## src/rtl/fb_write_queue.sv

```systemverilog
// Processor-store to VGA index-RAM write queue.
// Window-filters stores, buffers them, and drains them on display grants. Also runs a full-screen clear sweep.
module fb_write_queue #(
    parameter logic [31:0] FB_BASE  = 32'h0000_1000,
    parameter int unsigned FB_WORDS = 307200,
    parameter int unsigned ADDR_W   = 19,
    parameter int unsigned DATA_W   = 8,
    parameter int unsigned DEPTH    = 16,
    parameter int unsigned CNT_W    = 5
) (
    input  logic              iCLK,
    input  logic              iRST_n,
    input  logic              iWR_EN,
    input  logic [31:0]       iWR_ADDR,
    input  logic [31:0]       iWR_DATA,
    input  logic              iDRAIN_OK,
    input  logic              iCLR_REQ,
    input  logic [DATA_W-1:0] iCLR_COLOR,
    input  logic              iCLR_OVF,
    output logic              oPIX_WE,
    output logic [ADDR_W-1:0] oPIX_ADDR,
    output logic [DATA_W-1:0] oPIX_DATA,
    output logic [CNT_W-1:0]  oCOUNT,
    output logic              oFULL,
    output logic              oEMPTY,
    output logic              oBUSY,
    output logic              oOVERFLOW,
    output logic [15:0]       oDROP_CNT
);

    localparam int unsigned       PTR_W    = CNT_W - 1;
    localparam logic [31:0]       FB_END   = FB_BASE + FB_WORDS;
    localparam logic [ADDR_W-1:0] LAST_PIX = ADDR_W'(FB_WORDS - 1);

    typedef enum logic {S_RUN, S_CLEAR} state_e;

    typedef struct packed {
        logic [ADDR_W-1:0] addr;
        logic [DATA_W-1:0] data;
    } entry_t;

    state_e            state_q, state_d;
    logic [ADDR_W-1:0] sweep_q, sweep_d;
    logic [DATA_W-1:0] color_q, color_d;
    logic              pix_we_q, pix_we_d;
    logic [ADDR_W-1:0] pix_addr_q, pix_addr_d;
    logic [DATA_W-1:0] pix_data_q, pix_data_d;
    logic [PTR_W-1:0]  wr_ptr_q, rd_ptr_q;
    logic [CNT_W-1:0]  count_q;
    logic              overflow_q;
    logic [15:0]       drop_cnt_q;

    entry_t            mem_q [DEPTH];

    logic [31:0] offset;
    logic        in_window;
    logic        push_req;
    logic        full;
    logic        empty;
    logic        pop;
    logic        push_ok;
    logic        drop;
    entry_t      wr_entry;
    entry_t      rd_entry;

    assign offset    = iWR_ADDR - FB_BASE;
    assign in_window = (iWR_ADDR >= FB_BASE) && (iWR_ADDR < FB_END);
    assign push_req  = iWR_EN && in_window;
    assign full      = (count_q == CNT_W'(DEPTH));
    assign empty     = (count_q == '0);
    assign pop       = (state_q == S_RUN) && iDRAIN_OK && !empty;
    // A full FIFO still accepts a store when the same edge frees a slot.
    assign push_ok   = push_req && (!full || pop);
    assign drop      = push_req && full && !pop;
    assign wr_entry  = '{addr: offset[ADDR_W-1:0], data: iWR_DATA[DATA_W-1:0]};
    assign rd_entry  = mem_q[rd_ptr_q];

    logic unused_bits;
    assign unused_bits = ^{iWR_DATA[31:DATA_W], offset[31:ADDR_W]};

    // NOTE: the storage array carries no reset; pointers and count alone define validity.
    always_ff @(posedge iCLK) begin
        if (push_ok) begin
            mem_q[wr_ptr_q] <= wr_entry;
        end
    end

    always_ff @(posedge iCLK or negedge iRST_n) begin
        if (!iRST_n) begin
            wr_ptr_q   <= '0;
            rd_ptr_q   <= '0;
            count_q    <= '0;
            overflow_q <= 1'b0;
            drop_cnt_q <= '0;
        end else begin
            if (push_ok) begin
                wr_ptr_q <= wr_ptr_q + PTR_W'(1);
            end
            if (pop) begin
                rd_ptr_q <= rd_ptr_q + PTR_W'(1);
            end
            count_q <= count_q + CNT_W'(push_ok) - CNT_W'(pop);
            if (iCLR_OVF) begin
                overflow_q <= 1'b0;
                drop_cnt_q <= '0;
            end else if (drop) begin
                overflow_q <= 1'b1;
                if (drop_cnt_q != 16'hFFFF) begin
                    drop_cnt_q <= drop_cnt_q + 16'd1;
                end
            end
        end
    end

    // NOTE: every variable gets its default first so no path leaves one unassigned (no latch).
    always_comb begin
        state_d    = state_q;
        sweep_d    = sweep_q;
        color_d    = color_q;
        pix_we_d   = 1'b0;
        pix_addr_d = pix_addr_q;
        pix_data_d = pix_data_q;
        unique case (state_q)
            S_RUN: begin
                if (pop) begin
                    pix_we_d   = 1'b1;
                    pix_addr_d = rd_entry.addr;
                    pix_data_d = rd_entry.data;
                end
                if (iCLR_REQ) begin
                    state_d = S_CLEAR;
                    color_d = iCLR_COLOR;
                    sweep_d = '0;
                end
            end
            S_CLEAR: begin
                if (iDRAIN_OK) begin
                    pix_we_d   = 1'b1;
                    pix_addr_d = sweep_q;
                    pix_data_d = color_q;
                    if (sweep_q == LAST_PIX) begin
                        state_d = S_RUN;
                    end else begin
                        sweep_d = sweep_q + ADDR_W'(1);
                    end
                end
            end
            default: state_d = S_RUN;
        endcase
    end

    always_ff @(posedge iCLK or negedge iRST_n) begin
        if (!iRST_n) begin
            state_q    <= S_RUN;
            sweep_q    <= '0;
            color_q    <= '0;
            pix_we_q   <= 1'b0;
            pix_addr_q <= '0;
            pix_data_q <= '0;
        end else begin
            state_q    <= state_d;
            sweep_q    <= sweep_d;
            color_q    <= color_d;
            pix_we_q   <= pix_we_d;
            pix_addr_q <= pix_addr_d;
            pix_data_q <= pix_data_d;
        end
    end

    assign oPIX_WE   = pix_we_q;
    assign oPIX_ADDR = pix_addr_q;
    assign oPIX_DATA = pix_data_q;
    assign oCOUNT    = count_q;
    assign oFULL     = full;
    assign oEMPTY    = empty;
    assign oBUSY     = (state_q == S_CLEAR);
    assign oOVERFLOW = overflow_q;
    assign oDROP_CNT = drop_cnt_q;

endmodule

```

## config.mk

```make
export PLATFORM = sky130hd
export DESIGN_NAME = fb_write_queue
export DESIGN_NICKNAME = d
export VERILOG_FILES = /design/src/rtl/fb_write_queue.sv
export SDC_FILE = /design/constraint.sdc
export NUM_CORES = 1
export LEC_CHECK = 0
export ABC_CLOCK_PERIOD_IN_PS = 5500
export BUFFER_PORTS_ARGS = -buffer_cell sky130_fd_sc_hd__buf_4
export CORE_ASPECT_RATIO = 0.6
export CORE_MARGIN = 3
export CORE_UTILIZATION = 40
export DETAILED_ROUTE_END_ITERATION = 8
export PLACE_DENSITY = 0.53
export SLEW_MARGIN = 30
export SYNTH_ARGS = -nofsm -noshare
export SYNTH_HDL_FRONTEND = slang
export SYNTH_SLANG_ARGS = --single-unit
```

## constraint.sdc

```tcl
create_clock -name iCLK -period 5.5 [get_ports iCLK]
set_input_delay 1.1 -clock iCLK [delete_from_list [all_inputs] [get_ports iCLK]]
set_output_delay 1.1 -clock iCLK [all_outputs]
set_load 0.01 [all_outputs]
```

[Yosys cells after proc, flatten, opt, wreduce, memory -nomap -nowiden]
Memories as Yosys holds them, arrays and structs flattened.
Cells that the tools add are included.
Cells by class
  mux-type cells: 24
  reduce and logical (&&, ||, !) cells: 18
  add/subtract/negate cells: 7
  bitwise operators: 1
  eq/ne operators: 7
  $lt $le $gt $ge: 2
Operator list (count)
  $mux W19: 5
  $pmux W19 S2: 2
  $mux W16: 3
  $ge A32 B13 Y1 const B: 1
  $lt A32 B19 Y1 const B: 1
  $add A19 B1 Y19 const B: 1
  $eq A19 B19 Y1 const B: 1
  $sub A19 B13 Y19 const B: 1
  $add A16 B1 Y16 const B: 1
  $mux W8: 2
  $ne A16 B16 Y1 const B: 1
  $pmux W8 S2: 1
  $mux W1: 9
  $add A4 B1 Y4 const B: 2
  $ne A2 B2 Y1 const B: 4
  $logic_and A1 B1 Y1: 7
  $reduce_and A2 Y1: 3
  $add A5 B1 Y5: 1
  $eq A5 B5 Y1 const B: 1
  $logic_not A5 Y1: 1
  $sub A5 B1 Y5: 1
  $pmux W1 S2: 2
  $reduce_bool A2 Y1: 2
  $logic_not A1 Y1: 3
  other kinds (3): 3
Storage, ports and cells
  memories kept: 1
  input bits: 78
  RAM bits: 432
  flip-flop bits (word level): 86
  word-level logic and storage cells: 71
Memories
  mem_q: words 16, bits a word 27, read ports 1, clocked after Yosys merged registers in 0, wr ports 1, line 53  | entry_t mem_q [DEPTH];

[Logic depth before layout (Yosys ltp)]
  word-level depth: 7
  gate-level depth with buffers: 15

[Worst setup path after synthesis]
OpenSTA, ideal clock, no wires.
  path type: input-to-reg
  start: in iWR_ADDR[12]
  end: mem mem_q[12][0] (netlist name) (enable)
  setup slack: 1649 ps
  path buffers: 0
  arrival time: 3441 ps
  data required time: 5089 ps
  stages on the path: 6
  cell sequence: inv_1 > ha_1 > and4_4 > a211oi_1 > nand4b_1 > nor2_1
Between the ends
  cells in the longest elaborated chain, start to end: 6
  elaborated cells on any way between the ends: 7
  classes of those cells: order compare (2); mux (2); reduce/logical (3)
RTL lines
  start: declaration: line 14  | input logic [31:0] iWR_ADDR,
  $ge A32 B13 Y1 / $lt A32 B19 Y1 (equally long branches): line 67  | assign in_window = (iWR_ADDR >= FB_BASE) && (iWR_ADDR < FB_END);
  $logic_and A1 B1 Y1 (*): line 67
  $logic_and A1 B1 Y1 (*): line 68  | assign push_req = iWR_EN && in_window;
  $logic_and A1 B1 Y1 (*): line 73  | assign push_ok = push_req && (!full || pop);
  $mux W1 (*): line 83  | if (push_ok) begin
  $mux W1 (implied by the code) (*): line 84  | mem_q[wr_ptr_q] <= wr_entry;
  end: declaration: line 53
Every way passes the cells marked *; elsewhere a longest branch is shown, timed or not.

[Worst setup path in the final report]
  start: in iWR_ADDR[2]
  end: mem mem_q[3][6] (netlist name) (enable)
The elaborated chain is that of the path after synthesis.

==> results.yml <==
setup_path:
  crit_top_cell: "nor4_1"
  cp_num_buf_inv: 2
  cp_data_required_time_ns: 5.75
  start_kind: "primary input"
  critPathLaunch: "iWR_ADDR[2]"
  slowest_stage: "nor4_1"
  cpPeakStageDelay_ns: 0.77
  crit_arrival_ns: 4.07
  crit_fanout: 17
  worstReg2RegStart: "oCOUNT[3]$_DFF_PN0_"
  path_cells: "buf_4, nor4_1, nand4_1, a211o_1, nor4_1, and2_2, buf_12"
  critical-path-top-delay-family: "simple AND/OR/NAND/NOR gates"
  crit_type: "in2reg"
  setup.worst_path.end_class: "register"
yosys:
  yosysUniqueCellTypes: 54
  ys.flop_type: "edfxtp_1"
  avgSynthCellArea_um2: 17.02
  ys_ff_latch: 518
  synth-edff-count: 432
  synth-async-reset-ratio_pct: 16.60
  synth_nets: 1317
  yosys-top-cells-area: "edfxtp_1 (62%), dfrtp_1 (10%), mux4_2 (9.0%)"
  yosysSeqAreaShare_pct: 72.60
  post-synth-top-area-fraction_pct: 62.27
  syn_inst: 1224
  yosysTopAreaCell: "edfxtp_1"
  syn_area_um2: 20830
  yosys_warnings: 0
grt:
  grt_overflow: 0
  antenna_found_initial: 0
  grt_pass1_vias: 11450
  grt_max_degree: 60
  gr-usage-all-layers_pct: 19.00
  grt_pass1_wl_um: 76910
place:
  portBuffers: 106
  postPlaceCellArea_um2: 22710
  gp_congestion: 0.7786
  dp_hpwl_um: 31640
timing:
  hold_viol: 0
  finalSetupTns_ns: 0
  period_minus_slack_ns: 3.829
  clock.fmax_ghz: 0.2611
  timing.slew.headroom_pct: 39.78
  fin_skew_ns: 0.01612
  rsz0062_at_grt: "no"
  finalCritPeriodShare_pct: 69.62
  slew_viol_final: 0
  setup_viol: 0
  worst_pin_slew_ns: 0.9033
floorplanning:
  start_util_pct: 40.65
  fp.dieArea_um2: 54950
  fp.dieW_um: 300.6
  rows: 64
  core_area_um2: 51250
  die_y_um: 182.8
  pin_count: 131
detailed_routing:
  drt_iter0_markers: 989
  routed_via_density: 5.573
  wl_per_cell_um: 25.15
  drt_pre_antenna_iters: 5
  final_antenna_net_count: 0
  wl_um: 52240
  num_vias: 11576
  drcViolationCount: 0
layout:
  final_nets: 1441
  final_layout_size_suffix_gt1_share_pct: 23.55
  diodes: 0
  fin_area_um2: 24120
  syn2layout_area_growth_pct: 15.80
clock_network:
  cts_tree: "done"
  cts_setup_buffers: 0
  postCtsHoldBufs: 0
  clkTransAtPathRegs_ns: 0.06
  clk_latency_ns: 0.55
  cts_sinks: 518
  cts_buffer_depth: 3
  cts-root-buf: "clkbuf_16"
  cts_resized: 0
  htreeDepth: 2
  numCtsBuffers: 48
power_and_ir_drop:
  vdd_drop_max_uv: 255.5
  powerDensity_nw_per_um2: 340.5
  p_leak_nw: 8.102
flow_run:
  cap_violations: 0
hold_path:
  hold_path.class: "reg2reg"
  hp-start: "color_q[3]$_DFFE_PN0P_"
status:
  status: "finished, final reports clean"
[cells in the final DEF (no fill, tap or decap), types with 14 or more instances in the layout]
master     Yosys  final
clkinv_1       0     15
inv_1         17     17
or3_1         34     34
nand2_1       74     74
nand3_1       18     18
a21oi_1       45     45
o22ai_1       34     34
mux2i_1       52     52
a31oi_1       28     28
buf_4          2    131
nor2_1        55     51
o221ai_1      16     16
nand4_1       14     14
or4_1         14     14
ha_1          14     14
dfrtp_1       86     83
mux4_2        83     83
o31ai_1       14     14
edfxtp_1     432    432
clkbuf_16      0     49
[state kept, by name, summed over array words and instances, names as in the netlist]
signal and flops:
sweep_q 19, oPIX_ADDR 19, mem_q 432, color_q 8
oBUSY 1, oOVERFLOW 1, oCOUNT 5, oDROP_CNT 16
rd_ptr_q 4, wr_ptr_q 4, oPIX_DATA 8, oPIX_WE 1
[metal layers]
| metal | part of all wire (%) | GRT usage [%] |
|---|---|---|
| met1 | 48 | 30.18 |
| met2 | 44 | 28.22 |
| met3 | 5.8 | 2.769 |
| met4 | 1.4 | 3.307 |
| met5 | 0 | 0 |
[path summary, 6_finish.rpt]
path | slack (ns) | cells after the start | endpoint
max | 1.67 | 7 | mem_q[3][6]$_DFFE_PP_
min | 0.48 | 2 | color_q[3]$_DFFE_PN0P_
min reg2reg | 0.48 | 2 | color_q[3]$_DFFE_PN0P_
max in group asynchronous | 3.87 | 2 | rd_ptr_q[1]$_DFFE_PN0P_
max reg2reg | 2.39 | 7 | oDROP_CNT[14]$_DFFE_PN0P_
min in group asynchronous | 0.51 | 1 | color_q[4]$_DFFE_PN0P_
[logic make-up (layout without fill, tap and decap cells)]
logic type	count (synthesis)	count (layout)	share of synthesized area, %
fa+ha+maj	15	15	0.9370
compound gates	172	172	5.297
mux	140	140	11.74
buf+inv	86	246	1.760
xor+xnor	22	22	0.9249
simple gates	271	271	6.739
flops	518	518	72.60
[worst reg2reg max path, stage by stage, from the launching register on]
cell,delay [ns]
dfrtp_1,0.41
inv_1,0.09
ha_1,0.16
and4bb_2,0.26
a21boi_2,0.57
nand2_1,0.65
nor4_1,0.48
mux2_2,0.37
[stage by stage]
step / util, % / worst slack (ns) / instances / total power [mW] / hold WS, ns
finish: 47.07 / 1.671 / 2077 / 8.215 / 0.4750
global route: 47.07 / 1.512 / 2077 / 8.557 / 0.5068
CTS: 47.04 / 1.696 / 2077 / 8.307 / 0.4786
detailed placement: 44.30 / 1.105 / 1991 / 5.241 / 0.4625
global placement: 44.27 / 1.225 / 1991 / 5.231 / 0.4621
floorplan: - / 1.649 / 1224 / 4.960 / 0.4460
[cells in the mapped netlist (9+ instances only)]
cell type and number:
ha_1 14, mux4_2 83, xor2_1 13, clkbuf_1 40, or4_1 14, a21oi_1 45, dfrtp_1 86, o21ai_0 10
nor2_1 55, or3_1 34, nor4_1 10, and2_1 16, edfxtp_1 432, nand3_1 18, o31ai_1 14, buf_2 23
o22ai_1 34, nand2_1 74, a31oi_1 28, a211oi_1 10, o221ai_1 16, nand4_1 14, xnor2_1 9, inv_1 17
mux2i_1 52
[report_power, final]
group          switching (mW)  leakage [nW]  internal, mW
Clock                    1.39         0.691          1.67
Combinational           0.358          2.44         0.348
Sequential              0.107          4.97          4.34
[layout make-up]
class                   instances  area [um2]
fillers                      4415       27130
clock inverters                25       131.4
repair buffers                143        1224
multi-input cells             620        5433
clock buffers                  61        1271
inverters                      17       63.81
well taps                     693       867.1
flip-flops and latches        518       15130
Note: power is estimated with default switching activity, not from simulation.
